`src/rtl/operand_sequencer_pkg.sv`:
```
// Shared types and sizing for the operand staging stage.
package operand_sequencer_pkg;

  localparam int OPERAND_COUNT = 4;
  localparam int SEL_W         = 2;

  typedef enum logic [1:0] {
    ST_IDLE  = 2'd0,
    ST_LOAD  = 2'd1,
    ST_FULL  = 2'd2,
    ST_ISSUE = 2'd3
  } state_e;

endpackage

```
`src/rtl/operand_sequencer_bank.sv`:
```
// Four-word operand register bank; outputs feed the 4:1 word mux directly.
module operand_bank
  import operand_sequencer_pkg::*;
#(
  parameter int WIDTH = 32
) (
  input  logic             clk_i,
  input  logic             reset_i,
  input  logic             wr_en_i,
  input  logic [SEL_W-1:0] wr_idx_i,
  input  logic [WIDTH-1:0] wr_data_i,
  output logic [WIDTH-1:0] in0_o,
  output logic [WIDTH-1:0] in1_o,
  output logic [WIDTH-1:0] in2_o,
  output logic [WIDTH-1:0] in3_o
);

  logic [WIDTH-1:0] bank_q [OPERAND_COUNT];

  // Clear on reset; otherwise only the addressed slot changes.
  always_ff @(posedge clk_i) begin
    if (reset_i) begin
      for (int i = 0; i < OPERAND_COUNT; i++) bank_q[i] <= '0;
    end else if (wr_en_i) begin
      bank_q[wr_idx_i] <= wr_data_i;
    end
  end

  assign in0_o = bank_q[0];
  assign in1_o = bank_q[1];
  assign in2_o = bank_q[2];
  assign in3_o = bank_q[3];

endmodule

```
`src/rtl/operand_sequencer.sv`:
```
// Operand staging stage: loads four words, then steps the mux select 0..3.
//
// state    | meaning
// ---------+------------------------------------------------------
// ST_IDLE  | bank empty of pending work, waiting for the first word
// ST_LOAD  | words 1..3 being collected, wr_ptr names the next slot
// ST_FULL  | all four words held, waiting for start
// ST_ISSUE | select walks 0..3 under the sel_valid/sel_ready handshake
module operand_sequencer
  import operand_sequencer_pkg::*;
#(
  parameter int WIDTH = 32
) (
  input  logic             clk,
  input  logic             reset,
  input  logic             load_valid,
  input  logic [WIDTH-1:0] load_data,
  output logic             load_ready,
  input  logic             start,
  input  logic             flush,
  output logic [WIDTH-1:0] in0,
  output logic [WIDTH-1:0] in1,
  output logic [WIDTH-1:0] in2,
  output logic [WIDTH-1:0] in3,
  output logic [SEL_W-1:0] select,
  output logic             sel_valid,
  input  logic             sel_ready,
  output logic             busy,
  output logic             done
);

  localparam logic [SEL_W-1:0] LAST = SEL_W'(OPERAND_COUNT - 1);

  state_e           state_q, state_d;
  logic [SEL_W-1:0] wr_ptr_q, wr_ptr_d;
  logic [SEL_W-1:0] sel_q, sel_d;
  logic             done_q, done_d;
  // Registered copy of reset so load_ready stays low through the reset
  // cycle without a combinational path from any input.
  logic             rst_seen_q;
  logic             load_acc, sel_acc, bank_we;

  assign load_ready = !rst_seen_q && (state_q == ST_IDLE || state_q == ST_LOAD);
  assign sel_valid  = (state_q == ST_ISSUE);
  assign busy       = (state_q != ST_IDLE);
  assign select     = sel_q;
  assign done       = done_q;

  assign load_acc = load_valid && load_ready;
  assign sel_acc  = sel_valid && sel_ready;
  // A flushed load beat is dropped rather than written.
  assign bank_we  = load_acc && !flush;

  // State and counter registers.
  always_ff @(posedge clk) begin
    if (reset) begin
      state_q    <= ST_IDLE;
      wr_ptr_q   <= '0;
      sel_q      <= '0;
      done_q     <= 1'b0;
      rst_seen_q <= 1'b1;
    end else begin
      state_q    <= state_d;
      wr_ptr_q   <= wr_ptr_d;
      sel_q      <= sel_d;
      done_q     <= done_d;
      rst_seen_q <= 1'b0;
    end
  end

  // Next-state and counter update; flush overrides every other event.
  always_comb begin
    state_d  = state_q;
    wr_ptr_d = wr_ptr_q;
    sel_d    = sel_q;
    done_d   = 1'b0;
    if (flush) begin
      state_d  = ST_IDLE;
      wr_ptr_d = '0;
      sel_d    = '0;
    end else begin
      unique case (state_q)
        ST_IDLE: begin
          if (load_acc) begin
            wr_ptr_d = SEL_W'(1);
            state_d  = ST_LOAD;
          end
        end
        ST_LOAD: begin
          if (load_acc) begin
            wr_ptr_d = wr_ptr_q + SEL_W'(1);
            if (wr_ptr_q == LAST) state_d = ST_FULL;
          end
        end
        ST_FULL: begin
          if (start) begin
            state_d = ST_ISSUE;
            sel_d   = '0;
          end
        end
        ST_ISSUE: begin
          if (sel_acc) begin
            sel_d = sel_q + SEL_W'(1);
            if (sel_q == LAST) begin
              state_d = ST_IDLE;
              done_d  = 1'b1;
            end
          end
        end
        default: state_d = ST_IDLE;
      endcase
    end
  end

  operand_bank #(.WIDTH(WIDTH)) u_bank (
    .clk_i     (clk),
    .reset_i   (reset),
    .wr_en_i   (bank_we),
    .wr_idx_i  (wr_ptr_q),
    .wr_data_i (load_data),
    .in0_o     (in0),
    .in1_o     (in1),
    .in2_o     (in2),
    .in3_o     (in3)
  );

endmodule

```
`config.mk`:
```
export PLATFORM = sky130hd
export DESIGN_NAME = operand_sequencer
export DESIGN_NICKNAME = d
export VERILOG_FILES = /design/src/rtl/operand_sequencer_pkg.sv /design/src/rtl/operand_sequencer_bank.sv /design/src/rtl/operand_sequencer.sv
export SDC_FILE = /design/constraint.sdc
export NUM_CORES = 1
export LEC_CHECK = 0
export CAP_MARGIN = 0
export CORE_MARGIN = 5
export CORE_UTILIZATION = 50
export CTS_CLUSTER_SIZE = 25
export DETAILED_ROUTE_END_ITERATION = 8
export PLACE_DENSITY = 0.91
export SYNTH_ARGS = -nofsm -noshare
export SYNTH_HDL_FRONTEND = slang
export SYNTH_SLANG_ARGS = --single-unit
```
`constraint.sdc`:
```
create_clock -name clk -period 3.4 [get_ports clk]
set_clock_uncertainty 0.2 [all_clocks]
set_input_delay 0.68 -clock clk [delete_from_list [all_inputs] [get_ports clk]]
set_output_delay 0.68 -clock clk [all_outputs]
set_load 0.005 [all_outputs]
```
==> results.json <==
{
  "avgRoutedWirePerCell_um": 19.0,
  "ant_nets": 0,
  "core_area_mm2": 0.0104,
  "worstReg2RegEnd": "u_bank.bank_q[1][4]",
  "gp_congestion": 0.742,
  "synthToLayoutAreaGrowth_pct": 46.5,
  "numCtsBuffers": 17,
  "setup_viol": 0,
  "grt_pass1_wl_mm": 19.5,
  "p_leak_nw": 2.95,
  "wl_mm": 12.7,
  "hp-start": "state_q[1]",
  "r2r_start": "state_q[0]",
  "ctsLongestPathBuffers": 2,
  "fmax_ghz": 0.339,
  "ys_seq_area_frac": 0.750,
  "critPathKind": "reg -> out",
  "hold_class": "reg -> reg",
  "p_total_mw": 3.99,
  "syn-instance-count": 334,
  "period_share": 0.867,
  "cts.reportedPaths.clkPinSlew_ns": 0.06,
  "grtUsageMet3": 0.0636,
  "synth_top_family_by_area": "simple AND/OR/NAND/NOR gates",
  "vias": 3281,
  "ff2ff_path_depth": 6,
  "cts_hold_buf": 0,
  "grt_pass1_vias": 3427,
  "clk_latency_ns": 0.50,
  "drc": 0,
  "worst_setup_path_start_kind": "flop",
  "cp_max_fo": 4,
  "initial_utilization": 0.515,
  "n_antenna_cell": 0,
  "overflow": 0,
  "maxSlewHeadroom": 0.471,
  "grt.total_usage": 0.202,
  "dr.pass1.iters": 4,
  "instances_no_fill": 671,
  "synth_mux_area_frac": 0.00188,
  "post_synth.cell_area_avg_um2": 16.0,
  "postCtsSetupBuffers": 0,
  "portBuffers": 171,
  "hold_depth": 2,
  "use_met2": 0.367,
  "status": "finished clean",
  "viasPerCell": 4.89,
  "drt_iter0_markers": 133,
  "cts_tree": "built",
  "die_w_um": 113,
  "r2r_slack_ns": 0.95,
  "fin_tns_setup_ns": 0,
  "synth_ff_type": "edfxtp_1",
  "cts_max_level": 4,
  "synth_fa_ha_area_frac": 0.0164,
  "antenna_found_initial": 0,
  "worstPathRequired_ns": 2.52,
  "ir_worst_vdd_v": 0.000342,
  "grt_use_met1": 0.229,
  "yosysWarnings": 0,
  "clock_sinks": 136,
  "worstPathArrival_ns": 2.07,
  "tightest_slew_ns": 0.785,
  "grt_max_degree": 33,
  "yosysTopAreaCell": "edfxtp_1",
  "cap_violations": 0,
  "die-height_um": 113,
  "synth_compound_area_frac": 0.0166,
  "dieArea_mm2": 0.0128,
  "ys_ff_latch": 136,
  "powerDensity_mw_per_mm2": 510,
  "synth.distinct_cells": 36,
  "globalRoute.busiestLayer": "met2",
  "drive_above_1_share": 0.155,
  "row_count": 37,
  "report.final.slew_viol_count": 0,
  "cts-resized-gates": 0,
  "critPathLaunch": "state_q[0]",
  "synth-async-reset-ratio": 0,
  "place_inst": 639,
  "rsz0062_at_grt": "no",
  "place_hpwl_mm": 8.85,
  "syn-num-nets": 379,
  "synth.area.top_cells": "edfxtp_1 (72%), and2_1 (11%), and2_2 (4.2%), dfxtp_1 (3.0%), ha_1 (1.6%)",
  "synthSimpleGateAreaFrac": 0.196,
  "min_period_ns": 2.95,
  "nets": 567,
  "min_to": "state_q[1]",
  "critPathCaptureType": "output port",
  "ctsRootBufferMaster": "clkbuf_8",
  "synth_edf_count": 128,
  "synth-xor-area-share": 0,
  "syn-cell-area_mm2": 0.00534,
  "synth_top_area_share": 0.720,
  "hold_viol": 0,
  "pin_count": 172
}
[logic make-up after synthesis]
family	Yosys count
buffers and inverters	18
DFF	136
muxes	1
and+or+nand+nor	160
AOI/OAI and AO/OA	12
adders and majority gates	7
[area by class of cell]
| class | instances | area, µm² |
|---|---|---|
| Sequential cell | 136 | 4000 |
| Fill cell | 638 | 2550 |
| Timing Repair Buffer | 182 | 1790 |
| Multi-Input combinational cell | 180 | 1240 |
| Clock buffer | 17 | 414 |
| Clock inverter | 15 | 178 |
| Tap cell | 136 | 170 |
| Inverter | 5 | 18.8 |
[synth_stat cells, types with 2 or more instances]
cell type  number
and2_1         98
inv_1           5
nor2b_1         2
dfxtp_1         8
and2_2         30
or2_2           3
clkbuf_1        6
ha_1            7
nand2_1         5
edfxtp_1      128
nor2_1          9
o21ai_0         3
clkbuf_2        3
buf_6           4
nand3_1         2
[cells in the final DEF (no fill, tap or decap), drive strengths merged, types with 2 or more instances in the layout]
cell,count
and2,128
buf,11
bufinv,3
clkbuf,17
clkdlybuf4s50,171
clkinv,9
clkinvlp,2
dfxtp,8
edfxtp,128
ha,7
inv,6
nand2,5
nand3,2
nor2,9
nor2b,3
nor4,2
o21ai,3
or2,4
[worst max-delay path by stage]
| stage | end | slack, ns | cells after the start |
|---|---|---|---|
| floorplan | u_bank.bank_q[2][0] | 0.82 | 5 |
| global placement | u_bank.bank_q[2][24] | 0.30 | 5 |
| detailed placement | u_bank.bank_q[2][23] | 0.25 | 5 |
| CTS | load_ready | 0.41 | 5 |
| global route | load_ready | 0.29 | 5 |
| finish | load_ready | 0.45 | 5 |
[flip-flops by register name, indices dropped and copies added (netlist names)]
name,cells
done,1
rst_seen_q,1
select,2
state_q,2
u_bank.bank_q,128
wr_ptr_q,2
[metal layers]
| layer | vias up | share of wire |
|---|---|---|
| li1 | 1556 | - |
| met3 | 12 | 0.070 |
| met1 | 1578 | 0.38 |
| met4 | 0 | 0.012 |
| met5 | - | 0 |
| met2 | 135 | 0.54 |
[stage by stage]
stage                     utilization  area (µm²)  setup slack (ns)  hold WS (ns)
after floorplan                     -        5340             0.821         0.268
after global placement          0.697        7230             0.299         0.283
after detailed placement        0.697        7230             0.249         0.291
after CTS                       0.754        7820             0.406         0.300
after global routing            0.754        7820             0.286         0.323
final                           0.754        7820             0.451         0.293
[critical path, cell delays in order, from the launching register on]
cell and delay (ns):
dfxtp_1 0.38, inv_1 0.10, ha_1 0.23, nor2_1 0.31
nor2_1 0.09, clkdlybuf4s50_1 0.46
[report_power, final]
group / total [mW] / internal, mW / leakage [nW] / switching (mW)
Combinational: 0.279 / 0.163 / 1.28 / 0.115
Clock: 1.79 / 1.12 / 0.288 / 0.676
Sequential: 1.92 / 1.89 / 1.39 / 0.0225
(Power assumes the default switching activity.)
==> patch 1: new RTL, config.mk and constraints unchanged <==
`WIDTH` is set to 32 in 2 places; all go to 48.
--- a/src/rtl/operand_sequencer_bank.sv
+++ b/src/rtl/operand_sequencer_bank.sv
@@ -2,7 +2,7 @@
 module operand_bank
   import operand_sequencer_pkg::*;
 #(
-  parameter int WIDTH = 32
+  parameter int WIDTH = 48
 ) (
   input  logic             clk_i,
   input  logic             reset_i,
--- a/src/rtl/operand_sequencer.sv
+++ b/src/rtl/operand_sequencer.sv
@@ -9,7 +9,7 @@
 module operand_sequencer
   import operand_sequencer_pkg::*;
 #(
-  parameter int WIDTH = 32
+  parameter int WIDTH = 48
 ) (
   input  logic             clk,
   input  logic             reset,
Ports: changed (5 resized); port bits go from 172 to 252. No check against the original RTL was run, so the function may have changed too.
==> patch 1 against the original RTL <==
Worst hold slack better by 38 ps. Design area up 40%. Die area up 39%. First-iteration DRC count up 150%. Sequential cell count up 64. Setup slack better by 190 ps. Critical path depth unchanged. Routed wire length up 49%. Total power up 33%. Area after synthesis up 43%.
==> patch 1: results (changes against the original RTL) <==
[global_route]
grtUsageTotal_pct=21.4  ; was 20.2%
grt_pass1_wl_um=29300  ; was 19,500 µm
use_met1_pct=24.9  ; was 22.9%
met2_usage_pct=38.3  ; was 36.7%
grt_max_degree=49  ; was 33
grt_pass1_vias=5087  ; was 3,427
met3_usage_pct=6.80  ; was 6.36%

[drt]
viasPerCell=5.08  ; was 4.89
wl_per_cell_um=20.3  ; was 19.0 µm
met1_length_um=7020  ; was 4800 µm
wl_met2_um=10100  ; was 6880 µm
drt_iter0_drc=330  ; was 133
wl_met3_um=1430  ; was 888 µm
wl_um=18900  ; was 12,700 µm

[final_layout]
drive_above_1_share_pct=6.85  ; was 15.5%
n_fill_cell=904  ; was 638
largest_reg_flops=192  ; was 128
area_delta_synth_final_pct=43.6  ; was 46.5%

[pwr]
ir_drop_mv=0.299  ; was 0.342 mV

[placement]
place_ws_ps=304  ; was 249 ps
place_congestion=0.785  ; was 0.742
place_inst=901  ; was 639
hpwlAfterDp_um=13200  ; was 8850 µm

[clock_tree]
cts_root_buf=clkbuf_16  ; was clkbuf_8

[run_status]
status=complete, no violations  ; unchanged

[setup_path]
worstPathMaxFanout=5  ; was 4

[synth]
seq_area_frac_synth_pct=77.4  ; was 75.0%

-- patch 1: changes by cell type in the layout (fill, tap and decap cells not counted), moves of 4 or more --
cell | before | now
and2_1 | 98 | 192
clkdlybuf4s50_1 | 171 | 251
edfxtp_1 | 128 | 192
and2_2 | 30 | 0
clkinv_4 | 5 | 1
-- patch 1: worst paths after layout --
| kind | start | end | slack, ps | cells after the start |
|---|---|---|---|---|
| worst min register to register | state_q[1]$_SDFFE_PP0P_ | state_q[1]$_SDFFE_PP0P_ | 330 | 2 |
| worst max register to register | state_q[1]$_SDFFE_PP0P_ | u_bank.bank_q[2][27]$_SDFFCE_PN0P_ | 940 | 7 |
| worst min-delay path | state_q[1]$_SDFFE_PP0P_ | state_q[1]$_SDFFE_PP0P_ | 330 | 2 |
| worst max-delay path | state_q[1]$_SDFFE_PP0P_ | load_ready | 650 | 5 |
-- patch 1: area by class of cell --
type | instances | share of cell area (%)
Sequential cell | 200 | 53.9
Timing Repair Buffer | 264 | 23.8
Multi-Input combinational cell | 244 | 14.5
Clock buffer | 18 | 3.91
Tap cell | 188 | 2.14
Clock inverter | 13 | 1.54
Inverter | 5 | 0.171
-- patch 1: power by group --
part	internal (mW)	switching [mW]	leakage [nW]
combinational	0.245	0.174	1.76
sequential	2.80	0.0362	2.04
clock	1.17	0.879	0.292
total	4.21	1.09	4.09
-- patch 1: kinds of logic after synthesis --
| family | share of synthesized area (%) |
|---|---|
| compound gates | 1.18 |
| fa+ha+maj | 1.14 |
| buf+inv | 1.88 |
| flops | 77.4 |
| mux | 0.131 |
| simple gates | 18.2 |
-- patch 1: critical path: stages, from the launching register on --
cell and delay (ps):
dfxtp_1 390, inv_1 100, ha_1 260, nor2_1 200, nor2_1 70, clkdlybuf4s50_1 440
==> patch 2: new RTL, same flow settings <==
Made on the original files. Re-encode `state_e` (4 states) as Gray code, 2 bits wide.
--- a/src/rtl/operand_sequencer_pkg.sv
+++ b/src/rtl/operand_sequencer_pkg.sv
@@ -5,10 +5,10 @@
   localparam int SEL_W         = 2;
 
   typedef enum logic [1:0] {
-    ST_IDLE  = 2'd0,
-    ST_LOAD  = 2'd1,
-    ST_FULL  = 2'd2,
-    ST_ISSUE = 2'd3
+    ST_IDLE  = 2'b00,
+    ST_LOAD  = 2'b01,
+    ST_FULL  = 2'b11,
+    ST_ISSUE = 2'b10
   } state_e;
 
 endpackage
Formal check against the unedited RTL: same outputs for any inputs over 10 cycles, from zero or initial values; not proved beyond that.
==> patch 2 against the original RTL <==
Total power fell by 0.37%. Combinational power fell by 5%. Design area fell by 2.0%. Sequential share of layout area rose by 1.0 points. Routed wire length fell by 0.66%. Setup slack improved by 270 ps. Sequential cell count did not move. Worst hold slack improved by 41 ps. Area after synthesis fell by 2.4%.
==> patch 2: results (changes against the original RTL) <==
[synth]
synth_edf_count=128  ; unchanged
async_flop_share_pct=0  ; unchanged
seq_area_frac_synth_pct=76.9  ; was 75.0%
syn_nets=363  ; was 379
yosysWarnings=0  ; unchanged
synthTopCellsByCount=128 x and2_1, 128 x edfxtp_1, 8 x dfxtp_1  ; was 128 x edfxtp_1, 98 x and2_1, 30 x and2_2
synth_area_per_cell_um2=16.1  ; was 16.0 µm²
synth_ff_type=edfxtp_1  ; unchanged
synthDistinctLibCells=26  ; was 36
synth_area_leaders=edfxtp_1 74%, and2_1 15%, dfxtp_1 3.1%, buf_6 1.1%, nor4_4 0.82%  ; was edfxtp_1 72%, and2_1 11%, and2_2 4.2%, dfxtp_1 3.0%, ha_1 1.6%

[pwr]
ir_drop_mv=0.301  ; was 0.342 mV
leakage_nw=2.87  ; was 2.95 nW

[global_route]
grt_max_degree=33  ; unchanged
grt_pass1_vias=3512  ; was 3,427
grt_pass1_wl_um=19700  ; was 19,500 µm
grtUsageTotal_pct=20.8  ; was 20.2%
antenna_found_initial=0  ; unchanged

[worst_hold_path]
hold_class=flop to flop  ; unchanged

[run_status]
status=complete, no violations  ; unchanged

[setup_path]
rrSetupSlack_ps=1110  ; was 950 ps
slowest_stage=clkdlybuf4s50_1  ; unchanged
crit_family=buffers and inverters  ; unchanged
worstPathMaxFanout=9  ; was 4
critPathArrivalTime_ps=1800  ; was 2070 ps
critPathMaxStageDelay_ps=510  ; was 460 ps

[drt]
wl_um=12600  ; was 12,700 µm
drt_pre_antenna_iters=4  ; unchanged
viasPerCell=5.01  ; was 4.89
wl_per_cell_um=19.2  ; was 19.0 µm
drt_iter0_drc=156  ; was 133

[placement]
place_ws_ps=416  ; was 249 ps
place_inst=627  ; was 639
place_congestion=0.774  ; was 0.742
placedInstanceArea_um2=7090  ; was 7230 µm²
io_buffers=171  ; unchanged
hpwlAfterDp_um=8880  ; was 8850 µm

[clock_tree]
clk_pin_slew_ps=60  ; about the same
htree_levels=4  ; unchanged
clock_latency_ps=510
numCtsBuffers=17  ; unchanged
cts_root_buf=clkbuf_8  ; unchanged
clockBufferDepth=2  ; unchanged
cts_resized=0  ; unchanged
postCtsSetupBuffers=0  ; unchanged

[sta]
fmax_mhz=374  ; was 339 MHz
whs_ps=333  ; was 293 ps
max_slew_margin_pct=64.0  ; was 47.1%

[final_layout]
nets=550  ; was 567
drive_above_1_share_pct=9.20  ; was 15.5%
antenna-diode-count=0  ; unchanged
largest_reg_flops=128  ; unchanged
regMostFlops=u_bank.bank_q  ; unchanged

## patch 2: metal layers
layer,up-vias,GRT usage (%),routed length (µm)
li1,1506,-,-
met1,1617,23.4,4690
met2,149,36.8,6760
met3,22,6.15,863
met4,0,9.38,318
met5,-,0,0
## patch 2: tightest hold or removal path: cells and delay by family, from the launching register on
family	cells	cell delay (ps)
flops	1	340
simple gates	1	70
compound gates	1	70
## patch 2: cell type report
cell class	count	area [µm²]
flip-flops and latches	136	4000
fillers	638	2560
repair buffers	184	1810
multi-input cells	168	1090
clock buffers	20	425
well taps	136	170
clock inverters	11	155
inverters	3	11.3
## patch 2: path summary, 6_finish.rpt
check	endpoint	cells after the start	from
worst max register to register	u_bank.bank_q[2][10]$_SDFFCE_PN0P_	4	state_q[1]$_SDFFE_PP0P_
worst max-delay path	sel_valid	3	state_q[1]$_SDFFE_PP0P_
worst min register to register	select[1]$_SDFFE_PP0P_	2	select[1]$_SDFFE_PP0P_
worst min-delay path	select[1]$_SDFFE_PP0P_	2	select[1]$_SDFFE_PP0P_
## patch 2: cell families (layout without fill, tap and decap cells)
family,Yosys count,in the layout,synth area share [%]
adders and majority gates,2,2,0.480
buffers and inverters,19,218,2.23
AOI/OAI and AO/OA,10,10,1.18
and+or+nand+nor,156,156,19.2
DFF,136,136,76.9
## patch 2: report_power, final
group	internal, mW	switching, mW	total [mW]	leakage, nW
Combinational	0.155	0.109	0.264	1.18
Sequential	1.89	0.0222	1.91	1.40
Clock	1.17	0.622	1.80	0.285
